## src/rtl/opb_register_bank_ppc2simulink_if.sv

```systemverilog
// OPB slave-side bus bundle for opb_register_bank_ppc2simulink.
// Bit 0 is the MSB on every OPB vector (big-endian numbering).
//   master : drives address/data/control, receives Sl_* responses
//   slave  : receives address/data/control, drives Sl_* responses
interface opb_register_bank_ppc2simulink_if;
    logic [0:31] OPB_ABus;
    logic [0:3]  OPB_BE;
    logic [0:31] OPB_DBus;
    logic        OPB_RNW;
    logic        OPB_select;
    logic        OPB_seqAddr;
    logic [0:31] Sl_DBus;
    logic        Sl_xferAck;
    logic        Sl_errAck;
    logic        Sl_retry;
    logic        Sl_toutSup;

    modport master (
        output OPB_ABus, OPB_BE, OPB_DBus, OPB_RNW, OPB_select, OPB_seqAddr,
        input  Sl_DBus, Sl_xferAck, Sl_errAck, Sl_retry, Sl_toutSup
    );

    modport slave (
        input  OPB_ABus, OPB_BE, OPB_DBus, OPB_RNW, OPB_select, OPB_seqAddr,
        output Sl_DBus, Sl_xferAck, Sl_errAck, Sl_retry, Sl_toutSup
    );
endinterface

```

## src/rtl/opb_register_bank_ppc2simulink.sv

```systemverilog
// Bank of C_NUM_REGS software-writable 32-bit channels on the OPB, each with a
// shadow (bus side) and an active (user side) copy. A COMMIT write copies all
// shadows to actives at once; in AUTO mode a shadow write also updates its
// active copy directly. Register map (word index from C_BASEADDR):
//   0..N-1 shadow channels, N CTRL (bit0 COMMIT w1, bit1 AUTO), N+1 STATUS.
// Ports:
//   OPB_Clk, OPB_Rst_n : clock, async active-low reset
//   bus                : OPB slave bundle
//   user_data_out      : active registers, channel k at [32k+31:32k]
//   user_load          : per-channel one-cycle strobe when active changes
//   commit_count       : number of commits since reset (wraps)
//
// state  | meaning
// IDLE   | waiting for a select that hits the window
// ACK    | single acknowledge cycle; writes take effect at its end
// HOLD   | waiting for select to drop so each select is acked once
module opb_register_bank_ppc2simulink #(
    parameter logic [31:0] C_BASEADDR   = 32'h01180900,
    parameter logic [31:0] C_HIGHADDR   = 32'h011809FF,
    parameter int          C_OPB_AWIDTH = 32,
    parameter int          C_OPB_DWIDTH = 32,
    parameter int          C_NUM_REGS   = 4,
    parameter logic [31:0] C_RESET_VAL  = 32'h00000000,
    parameter string       C_FAMILY     = "virtex6"
) (
    input  logic                      OPB_Clk,
    input  logic                      OPB_Rst_n,
    opb_register_bank_ppc2simulink_if.slave bus,
    output logic [32*C_NUM_REGS-1:0]  user_data_out,
    output logic [C_NUM_REGS-1:0]     user_load,
    output logic [15:0]               commit_count
);

    if (C_OPB_AWIDTH != 32 || C_OPB_DWIDTH != 32) begin : g_width_check
        $error("only 32-bit OPB address/data is supported");
    end
    if (C_NUM_REGS < 1 || C_NUM_REGS > 32) begin : g_num_check
        $error("C_NUM_REGS must be 1..32");
    end
    if ((C_HIGHADDR - C_BASEADDR + 32'd1) < 32'(4 * (C_NUM_REGS + 2))) begin : g_win_check
        $error("address window too small for the register map");
    end

    localparam logic [29:0] W_CTRL   = 30'(C_NUM_REGS);
    localparam logic [29:0] W_STATUS = 30'(C_NUM_REGS + 1);
    localparam bit unused_family = (C_FAMILY != "");

    typedef enum logic [1:0] {S_IDLE, S_ACK, S_HOLD} state_t;

    state_t          state_q, state_d;
    logic [31:0]     shadow_q [C_NUM_REGS];
    logic [31:0]     shadow_d [C_NUM_REGS];
    logic [31:0]     active_q [C_NUM_REGS];
    logic [31:0]     active_d [C_NUM_REGS];
    logic            auto_q, auto_d;
    logic [15:0]     commit_cnt_q, commit_cnt_d;
    logic [C_NUM_REGS-1:0] load_q, load_d;
    logic [29:0]     widx_q, widx_d;
    logic [31:0]     rdata_q, rdata_d;

    logic [31:0]     addr;
    logic [31:0]     offset;
    logic [29:0]     widx;
    logic            hit;
    logic [31:0]     rd_mux;
    logic [31:0]     wdata;
    logic [3:0]      be;
    logic [31:0]     bmask;
    logic            wr_en;
    logic            ack;
    logic            unused_ok;

    // Vector assignment is positional, so OPB bit 0 lands on user bit 31 and
    // OPB_BE[0] lands on be[3] (user bits 31:24).
    assign addr   = bus.OPB_ABus;
    assign wdata  = bus.OPB_DBus;
    assign be     = bus.OPB_BE;
    assign hit    = (addr >= C_BASEADDR) && (addr <= C_HIGHADDR);
    assign offset = addr - C_BASEADDR;
    assign widx   = offset[31:2];

    always_comb begin
        bmask = '0;
        for (int b = 0; b < 4; b++) begin
            bmask[8*b +: 8] = {8{be[b]}};
        end
    end

    always_comb begin
        rd_mux = '0;
        for (int k = 0; k < C_NUM_REGS; k++) begin
            if (widx == 30'(k)) begin
                rd_mux = shadow_q[k];
            end
        end
        if (widx == W_CTRL) begin
            rd_mux[1] = auto_q;
        end
        if (widx == W_STATUS) begin
            rd_mux[15:0] = commit_cnt_q;
        end
    end

    // Bus FSM; read data and target word are captured when the select is taken.
    always_comb begin
        state_d = state_q;
        widx_d  = widx_q;
        rdata_d = rdata_q;
        case (state_q)
            S_IDLE: begin
                if (bus.OPB_select && hit) begin
                    state_d = S_ACK;
                    widx_d  = widx;
                    rdata_d = bus.OPB_RNW ? rd_mux : 32'h0;
                end
            end
            S_ACK: begin
                state_d = S_HOLD;
            end
            S_HOLD: begin
                if (!bus.OPB_select) begin
                    state_d = S_IDLE;
                end
            end
            default: begin
                state_d = S_IDLE;
            end
        endcase
    end

    assign ack   = (state_q == S_ACK);
    assign wr_en = ack && !bus.OPB_RNW;

    always_comb begin
        shadow_d     = shadow_q;
        active_d     = active_q;
        auto_d       = auto_q;
        commit_cnt_d = commit_cnt_q;
        load_d       = '0;
        if (wr_en) begin
            for (int k = 0; k < C_NUM_REGS; k++) begin
                if (widx_q == 30'(k)) begin
                    shadow_d[k] = (shadow_q[k] & ~bmask) | (wdata & bmask);
                    if (auto_q) begin
                        active_d[k] = shadow_d[k];
                        load_d[k]   = 1'b1;
                    end
                end
            end
            // Commit copies the pre-write shadows; a new AUTO value only
            // matters for later writes.
            if (widx_q == W_CTRL && be[0]) begin
                auto_d = wdata[1];
                if (wdata[0]) begin
                    active_d     = shadow_q;
                    load_d       = '1;
                    commit_cnt_d = commit_cnt_q + 16'd1;
                end
            end
        end
    end

    always_ff @(posedge OPB_Clk or negedge OPB_Rst_n) begin
        if (!OPB_Rst_n) begin
            state_q      <= S_IDLE;
            widx_q       <= '0;
            rdata_q      <= '0;
            auto_q       <= 1'b0;
            commit_cnt_q <= '0;
            load_q       <= '0;
            for (int k = 0; k < C_NUM_REGS; k++) begin
                shadow_q[k] <= C_RESET_VAL;
                active_q[k] <= C_RESET_VAL;
            end
        end else begin
            state_q      <= state_d;
            widx_q       <= widx_d;
            rdata_q      <= rdata_d;
            auto_q       <= auto_d;
            commit_cnt_q <= commit_cnt_d;
            load_q       <= load_d;
            shadow_q     <= shadow_d;
            active_q     <= active_d;
        end
    end

    for (genvar k = 0; k < C_NUM_REGS; k++) begin : g_out
        assign user_data_out[32*k +: 32] = active_q[k];
    end

    assign user_load      = load_q;
    assign commit_count   = commit_cnt_q;
    assign bus.Sl_xferAck = ack;
    assign bus.Sl_DBus    = ack ? rdata_q : 32'h0;
    assign bus.Sl_errAck  = 1'b0;
    assign bus.Sl_retry   = 1'b0;
    assign bus.Sl_toutSup = 1'b0;

    assign unused_ok = ^{bus.OPB_seqAddr, offset[1:0], unused_family};

endmodule

```

## src/flat_wrapper.sv

```systemverilog
// flat-port wrapper written by rule: the top's interface ports become plain ports
module opb_register_bank_ppc2simulink_flat 
#(
    parameter logic [31:0] C_BASEADDR   = 32'h01180900,
    parameter logic [31:0] C_HIGHADDR   = 32'h011809FF,
    parameter int          C_OPB_AWIDTH = 32,
    parameter int          C_OPB_DWIDTH = 32,
    parameter int          C_NUM_REGS   = 4,
    parameter logic [31:0] C_RESET_VAL  = 32'h00000000,
    parameter string       C_FAMILY     = "       "
)
  (OPB_Clk, OPB_Rst_n, user_data_out, user_load, commit_count, bus_OPB_ABus, bus_OPB_BE, bus_OPB_DBus, bus_OPB_RNW, bus_OPB_select, bus_OPB_seqAddr, bus_Sl_DBus, bus_Sl_xferAck, bus_Sl_errAck, bus_Sl_retry, bus_Sl_toutSup);
  opb_register_bank_ppc2simulink_if bus_i ();
  input  logic OPB_Clk;
  input  logic OPB_Rst_n;
  output logic [32*C_NUM_REGS-1:0] user_data_out;
  output logic [C_NUM_REGS-1:0] user_load;
  output logic [15:0] commit_count;
  input wire logic [$bits(bus_i.OPB_ABus)-1:0] bus_OPB_ABus;
  input wire logic [$bits(bus_i.OPB_BE)-1:0] bus_OPB_BE;
  input wire logic [$bits(bus_i.OPB_DBus)-1:0] bus_OPB_DBus;
  input wire logic [$bits(bus_i.OPB_RNW)-1:0] bus_OPB_RNW;
  input wire logic [$bits(bus_i.OPB_select)-1:0] bus_OPB_select;
  input wire logic [$bits(bus_i.OPB_seqAddr)-1:0] bus_OPB_seqAddr;
  output wire logic [$bits(bus_i.Sl_DBus)-1:0] bus_Sl_DBus;
  output wire logic [$bits(bus_i.Sl_xferAck)-1:0] bus_Sl_xferAck;
  output wire logic [$bits(bus_i.Sl_errAck)-1:0] bus_Sl_errAck;
  output wire logic [$bits(bus_i.Sl_retry)-1:0] bus_Sl_retry;
  output wire logic [$bits(bus_i.Sl_toutSup)-1:0] bus_Sl_toutSup;
  assign bus_i.OPB_ABus = bus_OPB_ABus;
  assign bus_i.OPB_BE = bus_OPB_BE;
  assign bus_i.OPB_DBus = bus_OPB_DBus;
  assign bus_i.OPB_RNW = bus_OPB_RNW;
  assign bus_i.OPB_select = bus_OPB_select;
  assign bus_i.OPB_seqAddr = bus_OPB_seqAddr;
  assign bus_Sl_DBus = bus_i.Sl_DBus;
  assign bus_Sl_xferAck = bus_i.Sl_xferAck;
  assign bus_Sl_errAck = bus_i.Sl_errAck;
  assign bus_Sl_retry = bus_i.Sl_retry;
  assign bus_Sl_toutSup = bus_i.Sl_toutSup;
  opb_register_bank_ppc2simulink #(.C_BASEADDR(C_BASEADDR), .C_HIGHADDR(C_HIGHADDR), .C_OPB_AWIDTH(C_OPB_AWIDTH), .C_OPB_DWIDTH(C_OPB_DWIDTH), .C_NUM_REGS(C_NUM_REGS), .C_RESET_VAL(C_RESET_VAL), .C_FAMILY(C_FAMILY)) u_core (.OPB_Clk(OPB_Clk), .OPB_Rst_n(OPB_Rst_n), .bus(bus_i), .user_data_out(user_data_out), .user_load(user_load), .commit_count(commit_count));
endmodule
```

## config.mk

```make
export PLATFORM = sky130hd
export DESIGN_NAME = opb_register_bank_ppc2simulink_flat
export DESIGN_NICKNAME = d
export VERILOG_FILES = /design/src/rtl/opb_register_bank_ppc2simulink_if.sv /design/src/rtl/opb_register_bank_ppc2simulink.sv /design/src/flat_wrapper.sv
export SDC_FILE = /design/constraint.sdc
export NUM_CORES = 1
export LEC_CHECK = 0
export BUFFER_PORTS_ARGS = -buffer_cell sky130_fd_sc_hd__buf_2
export CAP_MARGIN = 25
export CORE_MARGIN = 4
export CORE_UTILIZATION = 25
export CTS_CLUSTER_SIZE = 14
export DETAILED_ROUTE_END_ITERATION = 6
export RECOVER_POWER = 100
export SKIP_LAST_GASP = 1
export SYNTH_ARGS = -nofsm -noshare
export SYNTH_HDL_FRONTEND = slang
export SYNTH_SLANG_ARGS = --single-unit
export TNS_END_PERCENT = 100
```

## constraint.sdc

```tcl
create_clock -name OPB_Clk -period 4.1 [get_ports OPB_Clk]
set_clock_uncertainty 0.15 [all_clocks]
set_input_delay 0.41 -clock OPB_Clk [delete_from_list [all_inputs] [get_ports OPB_Clk]]
set_output_delay 0.41 -clock OPB_Clk [all_outputs]
set_load 0.03 [all_outputs]
```

==> results of run 1 <==
[path summary, 6_finish.rpt]
check,cells after the start,startpoint,end,slack [ps]
min,2,bus_OPB_DBus[8],u_core.shadow_q[104],30
max reg2reg,8,u_core.widx_q[5],u_core.user_data_out[49],410
max in group asynchronous,3,OPB_Rst_n,u_core.shadow_q[9],760
max,11,bus_OPB_ABus[8],u_core.rdata_q[23],220
min reg2reg,2,u_core.rdata_q[18],u_core.rdata_q[18],310
min in group asynchronous,2,OPB_Rst_n,u_core.shadow_q[43],1050
[layout by cell type (no fill, tap or decap), types with 4 or more instances in the layout]
| cell type | synthesis | final |
|---|---|---|
| clkbuf_2 | 0 | 6 |
| o22ai_1 | 124 | 124 |
| or3_1 | 19 | 18 |
| and3_1 | 4 | 4 |
| mux2_2 | 92 | 91 |
| nand4_1 | 9 | 9 |
| nand2b_1 | 4 | 4 |
| a21oi_1 | 156 | 153 |
| nor2b_1 | 6 | 5 |
| nor2_1 | 227 | 227 |
| xnor2_1 | 8 | 8 |
| a32oi_1 | 14 | 14 |
| xor2_1 | 10 | 10 |
| dlygate4sd3_1 | 0 | 28 |
| bufinv_16 | 0 | 6 |
| inv_1 | 70 | 71 |
| o21ai_1 | 16 | 10 |
| mux4_2 | 17 | 17 |
| buf_4 | 5 | 21 |
| clkbuf_16 | 0 | 40 |
| nor3_1 | 23 | 23 |
| and2_1 | 39 | 32 |
| o21ai_0 | 70 | 76 |
| dfrtp_1 | 341 | 341 |
| a211o_1 | 5 | 5 |
| nand3_1 | 31 | 29 |
| and2_0 | 0 | 7 |
| o21a_1 | 18 | 18 |
| clkbuf_8 | 0 | 4 |
| clkbuf_1 | 69 | 165 |
| buf_12 | 0 | 6 |
| buf_2 | 26 | 98 |
| clkinvlp_4 | 0 | 5 |
| clkinv_2 | 0 | 4 |
| nand2_1 | 143 | 143 |
| mux2i_1 | 4 | 4 |
| mux2_1 | 44 | 45 |
| nor4_1 | 15 | 16 |
[power groups by stage]
stage / registers, mW / clock network [mW] / logic [mW]
after floorplan: 3.43 / 0 / 0.133
after global placement: 3.43 / 0 / 0.318
after detailed placement: 3.43 / 0 / 0.324
after CTS: 3.36 / 3.87 / 0.348
after global routing: 3.36 / 4.00 / 0.383
final: 3.37 / 3.78 / 0.343
[logic make-up (layout without fill, tap and decap cells)]
kind of cell,count (synthesis),in the layout
adders and majority gates,3,3
xor gates and xnor gates,18,18
DFF,341,341
AOI/OAI and AO/OA,436,436
muxes,157,157
and+or+nand+nor,544,544
other,1,4
buffers and inverters,183,464
[routing by layer]
| metal | up-vias | wire length, µm | GRT usage, % |
|---|---|---|---|
| li1 | 6499 | - | - |
| met1 | 7151 | 26900 | 23.0 |
| met2 | 494 | 28600 | 26.9 |
| met3 | 79 | 4830 | 4.68 |
| met4 | 6 | 1050 | 3.98 |
| met5 | - | 29 | 0 |
[worst register-to-register path, cell delays in order (launching register included)]
cell      delay [ps]
dfrtp_1          380
nor4_1           440
nand4_1          330
nor4b_2          700
nand3b_1         460
a21oi_4          270
clkbuf_2         600
nor2_1            90
a21oi_1          170
[state kept, by name, summed over array words and instances (netlist names)]
name and flops:
u_core.widx_q 30, u_core.user_load 4, u_core.user_data_out 128, u_core.auto_q 1, u_core.commit_count 16, u_core.shadow_q 128, u_core.state_q 2, u_core.rdata_q 32
[through the flow]
| step | area, µm² | hold slack, ps | setup WS (ps) | power, mW |
|---|---|---|---|---|
| floorplan | 16500 | -35.6 | 1430 | 3.56 |
| global placement | 18900 | 306 | 558 | 3.74 |
| detailed placement | 18900 | 298 | 495 | 3.75 |
| CTS | 20500 | 2.88 | 490 | 7.59 |
| global route | 20200 | 14.5 | 58.5 | 7.75 |
| finish | 20200 | 34.4 | 219 | 7.49 |
[cell type report]
cell class / instances / area (µm²)
diodes: 1 / 2.50
clock buffers: 52 / 1090
clock inverters: 21 / 298
fillers: 6837 / 44700
inverters: 71 / 267
multi-input cells: 1161 / 7280
flip-flops and latches: 341 / 8530
well taps: 855 / 1070
repair buffers: 320 / 1700
==> metrics, run 1 <==
ys async rst share=100%; Initial Utilization=25.4%; number of global-route vias before repair=14500; largest family of logic cells by synthesized area=compound AO/OA/AOI/OAI gates; cells after synthesis=1683; initial DRC count=~1100; Post-synth top cells=dfrtp_1, nor2_1, a21oi_1, nand2_1, o22ai_1; Synth top area share=between 50% and 60%; TritonCTS buffer count=40; failing checks=capacitance limit, slew limit; Layout Utilization=a little under a third; top_reg_cell synth=dfrtp_1; share of layout cells above drive strength 1=roughly 17%; maximum clock frequency=roughly 0.26 GHz; # resized after CTS=0; mux contribution to synthesized area=a little under an eighth; sequential power share=between 40 and 50%; Hold Path Class=in -> reg; Site Rows=93; max-slew violation count=roughly 130; Critical Path Max Stage Delay=roughly 750 ps; via count=14200; largest net degree at the start of global routing=~130; min Tclk post-route=just under 4000 ps; HPWL after detailed placement=approximately 42000 µm; largest cells by area after synthesis=dfrtp_1, mux2_2, nor2_1; Final Hold Violating Endpoints=0; worst slew pin tran=about 2600 ps; Setup CP Type=in -> reg; Post-Synth Adder-Cell Area=less than 1%; Final Non-Filler Cells=~2800; Netlist cell types=71; TritonCTS clock tree=done; initial antenna violation count=4; H-Tree Depth=2; clock root cell=clkbuf_16; Synth area leader=dfrtp_1; ANT nets after route=0; Internal=5.74 mW; die height=265 µm; worst vdd ir=approximately 0.00022 V; clock tree buffer depth=3; num ports=~260; Psw=1.75 mW; most numerous cell in the Yosys netlist=dfrtp_1; Setup TNS=0 ps; Slew headroom=-72.9%; status=finished with violations; Pre-antenna DRT Iters=5; Layout Nets=around 2000; WL/cell=approximately 22 µm; clk_lat worst skew=about 560 ps; chip width=approximately 270 µm; combinational power share=around 4.6%; pwr/cell area=about 370 nW/µm²; total track usage=between 10% and 20%; core footprint=between 60000 and 70000 µm²; xor-xnor portion of the synthesized cell area=0.955%; crit-path max FO=31; Syn. warnings=0; Crit path max-delay family=buffers and inverters; Placed Cells=around 2700; DIE AREA=70200 µm²; Post-route DRC=0; Syn Area/Cell=between 9 and 10 µm²; Critical Path RT=between 4000 and 5000 ps; part of the power in the clock network=about 51%; RSZ-0062 raised after global routing=false; sequential share of the synthesized area=between 50% and 60%; Synth Register Bits=roughly 340; Final period util=about 95%; crit-path cells=dlygate4sd3_1, buf_2, ha_1, nand3b_1, or4_1, a2111oi_1, nand4b_2, buf_6, inv_1, nand3_1, nand2_1; drt total wl=just over 60000 µm; Worst EP arrival=4220 ps; Layout area overhead=22.5%; Switching Fraction=a little under a quarter; Post-synth EDFFs=0; simple-gate portion of the synthesized area=~15%; Post-Syn Area=16500 µm²; Reg clk slew, reported paths=60 ps; leakage dissipation=~9.3 nW; clk sinks=between 300 and 400; Setup Fix Bufs, Post-CTS=0; slowest CP cell=a2111oi_1; CP bufs+invs=4; Hold-fix buffers, CTS=28; first-pass GRT wire length=between 90000 and 100000 µm; Synth Area in Compound Gates=15.8%; startpoint types=primary input; Vias per Instance=5.04; maxcap violations=2; critical path endpoint category=register; grt ovf=0; Setup Viol. Count Final=0; Buffers on Ports=between 200 and 300; Routability Congestion=between 0.8 and 0.9
No activity file was read; power rests on OpenSTA's default activity.
==> run 2, diff against run 1 <==
--- a/config.mk
+++ b/config.mk
@@ -9,8 +9,10 @@
 export CAP_MARGIN = 25
 export CORE_MARGIN = 4
 export CORE_UTILIZATION = 25
+export CTS_CLUSTER_DIAMETER = 30
 export CTS_CLUSTER_SIZE = 14
 export DETAILED_ROUTE_END_ITERATION = 6
+export HOLD_SLACK_MARGIN = 0.12
 export RECOVER_POWER = 100
 export SKIP_LAST_GASP = 1
 export SYNTH_ARGS = -nofsm -noshare
==> constraint.sdc (replaced) <==
create_clock -name OPB_Clk -period 3.2 [get_ports OPB_Clk]
set_clock_uncertainty 0.15 [all_clocks]
set_input_delay 0.32 -clock OPB_Clk [delete_from_list [all_inputs] [get_ports OPB_Clk]]
set_output_delay 0.32 -clock OPB_Clk [all_outputs]
set_load 0.03 [all_outputs]
==> metrics, run 2 (synthesis gave the netlist of run 1 again) <==
status=finished with violations; failing checks=capacitance limit, slew limit; Setup TNS=0 ps (unchanged); worst r2r src=u_core.widx_q[5]; core footprint=64900 µm² (unchanged); Post-DP Area=19200 µm² (+1.9%); startpoint types=register; Reg clk slew, reported paths=50 ps (about the same); Layout area overhead=35.3%; die height=265 µm (unchanged); initial DRC count=1050 (-6.2%); pre-CTS setup slack=29.1 ps (-466 ps); clk sinks=341 (unchanged); Pre-antenna DRT Iters=6 (+1); slowest CP cell=nor4_1; ant diodes=0 (-1); cell repeated most along the worst path=buf_4; worst vdd ir=0.000408 V (+86%); worst reg2reg path depth=10 (+2); clk_lat worst skew=620 ps (+60 ps); first-pass GRT wire length=94900 µm (+3.0%); clock root cell=clkbuf_16; RR Endpoint=u_core.user_data_out[34]; chip width=265 µm (unchanged); Slew headroom=-50.3% (+23 points); via count=14800 (+4.0%); drt total wl=62600 µm (+1.9%); WL/cell=21.2 µm (-2.5%); number of global-route vias before repair=15400 (+6.2%); Worst Hold Path EP=u_core.user_data_out[64]; R2R Setup Slk=110 ps (-300 ps); leakage dissipation=10.3 nW (+11%); Final Hold Violating Endpoints=0 (unchanged); Critical Path Max Stage Delay=420 ps (-330 ps); HPWL after detailed placement=42900 µm (+0.94%); Hold Path Class=in -> reg; maximum clock frequency=roughly 0.32 GHz; maxcap violations=1 (-1); Setup CP Type=reg -> reg; num ports=257 (unchanged); Site Rows=93 (unchanged); Worst EP arrival=3390 ps (-830 ps); critical path endpoint category=register; worst slew pin tran=2250 ps (-339 ps); final instance area=22300 µm² (+10%); commonest non-fill, non-tap cell in the layout=dfrtp_1; Routability Congestion=0.862 (+0.84%); Buffers on Ports=252 (unchanged); grt ovf=0 (unchanged); Setup Viol. Count Final=0 (unchanged); share of layout cells above drive strength 1=21.9% (+5.2 points); max-slew violation count=78 (-38%); TritonCTS clock tree=done; RSZ-0062 raised after global routing=true; min Tclk post-route=between 3000 and 4000 ps; clock tree buffer depth=3 (unchanged); initial antenna violation count=4 (unchanged); Initial Utilization=25.4% (unchanged); ANT nets after route=0 (unchanged); Final period util=between 90% and 100%; pwr/cell area=606 nW/µm² (+64%); Setup WS post-layout=107 ps (-112 ps); HP Start=bus_OPB_BE[0]; Vias per Instance=5.02 (-0.52%); largest net degree at the start of global routing=125 (-2.3%); DIE AREA=70200 µm² (unchanged); WHS Path Cells=5 (+3); crit-path max FO=7 (-77%); Critical Path RT=3500 ps (-940 ps); H-Tree Depth=3 (+1); Layout Nets=2104 (+4.6%); Post-route DRC=0 (unchanged); most frequent cells in the layout=dfrtp_1, nor2_1, clkbuf_1; TritonCTS buffer count=85 (+110%); crit-path cells=nor4_1, nand4_1, clkbuf_1, nor4b_2, buf_4, and3b_1, buf_4, a21boi_1, o22ai_1, a21oi_1; total track usage=17.4% (+0.52 points)
==> run 2: worst max-delay path: cells and delay by family, from the launching register on <==
kind / cells / cell delay [ps]
AO/OA/AOI/OAI: 3 / 730
flip-flops: 1 / 370
buffers and inverters: 3 / 520
AND/OR/NAND/NOR: 4 / 1150
==> run 2: how the worst max path moves through the flow <==
stage / startpoint / to / slack (ps) / depth (start not counted)
floorplan: bus_OPB_ABus[9] / u_core.rdata_q[15] / 620 / 11
global placement: bus_OPB_ABus[26] / u_core.widx_q[19] / 20 / 8
detailed placement: bus_OPB_ABus[26] / u_core.widx_q[21] / 30 / 8
CTS: u_core.widx_q[8] / u_core.user_data_out[60] / 4 / 9
global route: OPB_Rst_n / u_core.user_data_out[85] / -3 / 3
finish: u_core.widx_q[5] / u_core.user_data_out[34] / 110 / 10
==> run 2: area by class of cell <==
| cell class | count | area [µm²] |
|---|---|---|
| fillers | 6622 | 42600 |
| flip-flops and latches | 341 | 8530 |
| multi-input cells | 1161 | 7340 |
| clock buffers | 104 | 2320 |
| repair buffers | 368 | 2180 |
| well taps | 855 | 1070 |
| clock inverters | 51 | 634 |
| inverters | 71 | 267 |
==> run 2: routing by layer <==
metal | vias up | GRT usage (%) | wire (µm)
met3 | 120 | 5.73 | 5160
li1 | 6730 | - | -
met5 | - | 0 | 29
met2 | 539 | 27.7 | 28600
met1 | 7407 | 22.3 | 27000
met4 | 6 | 6.21 | 1790
==> run 2: repair_timing <==
action                                 CTS  global route
gates resized for setup                  0            11
buffers inserted                         0             1
endpoints found under the hold margin  339             0
setup endpoints to repair                0            79
hold buffers                            42             0
==> run 2: stage by stage <==
stage / power, mW / util (%) / instances / hold slack, ps
floorplan: 4.56 / - / 1685 / -126
global placement: 4.81 / 29.6 / 2753 / 241
detailed placement: 4.82 / 29.6 / 2753 / 247
CTS: 13.7 / 34.8 / 2950 / 174
global route: 14.0 / 34.4 / 2951 / 270
finish: 13.5 / 34.4 / 2951 / 249
==> run 2: power by group <==
group	total, mW	internal, mW	switching, mW
combinational	0.468	0.151	0.316
clock	8.74	5.96	2.78
sequential	4.33	4.33	0.000000693
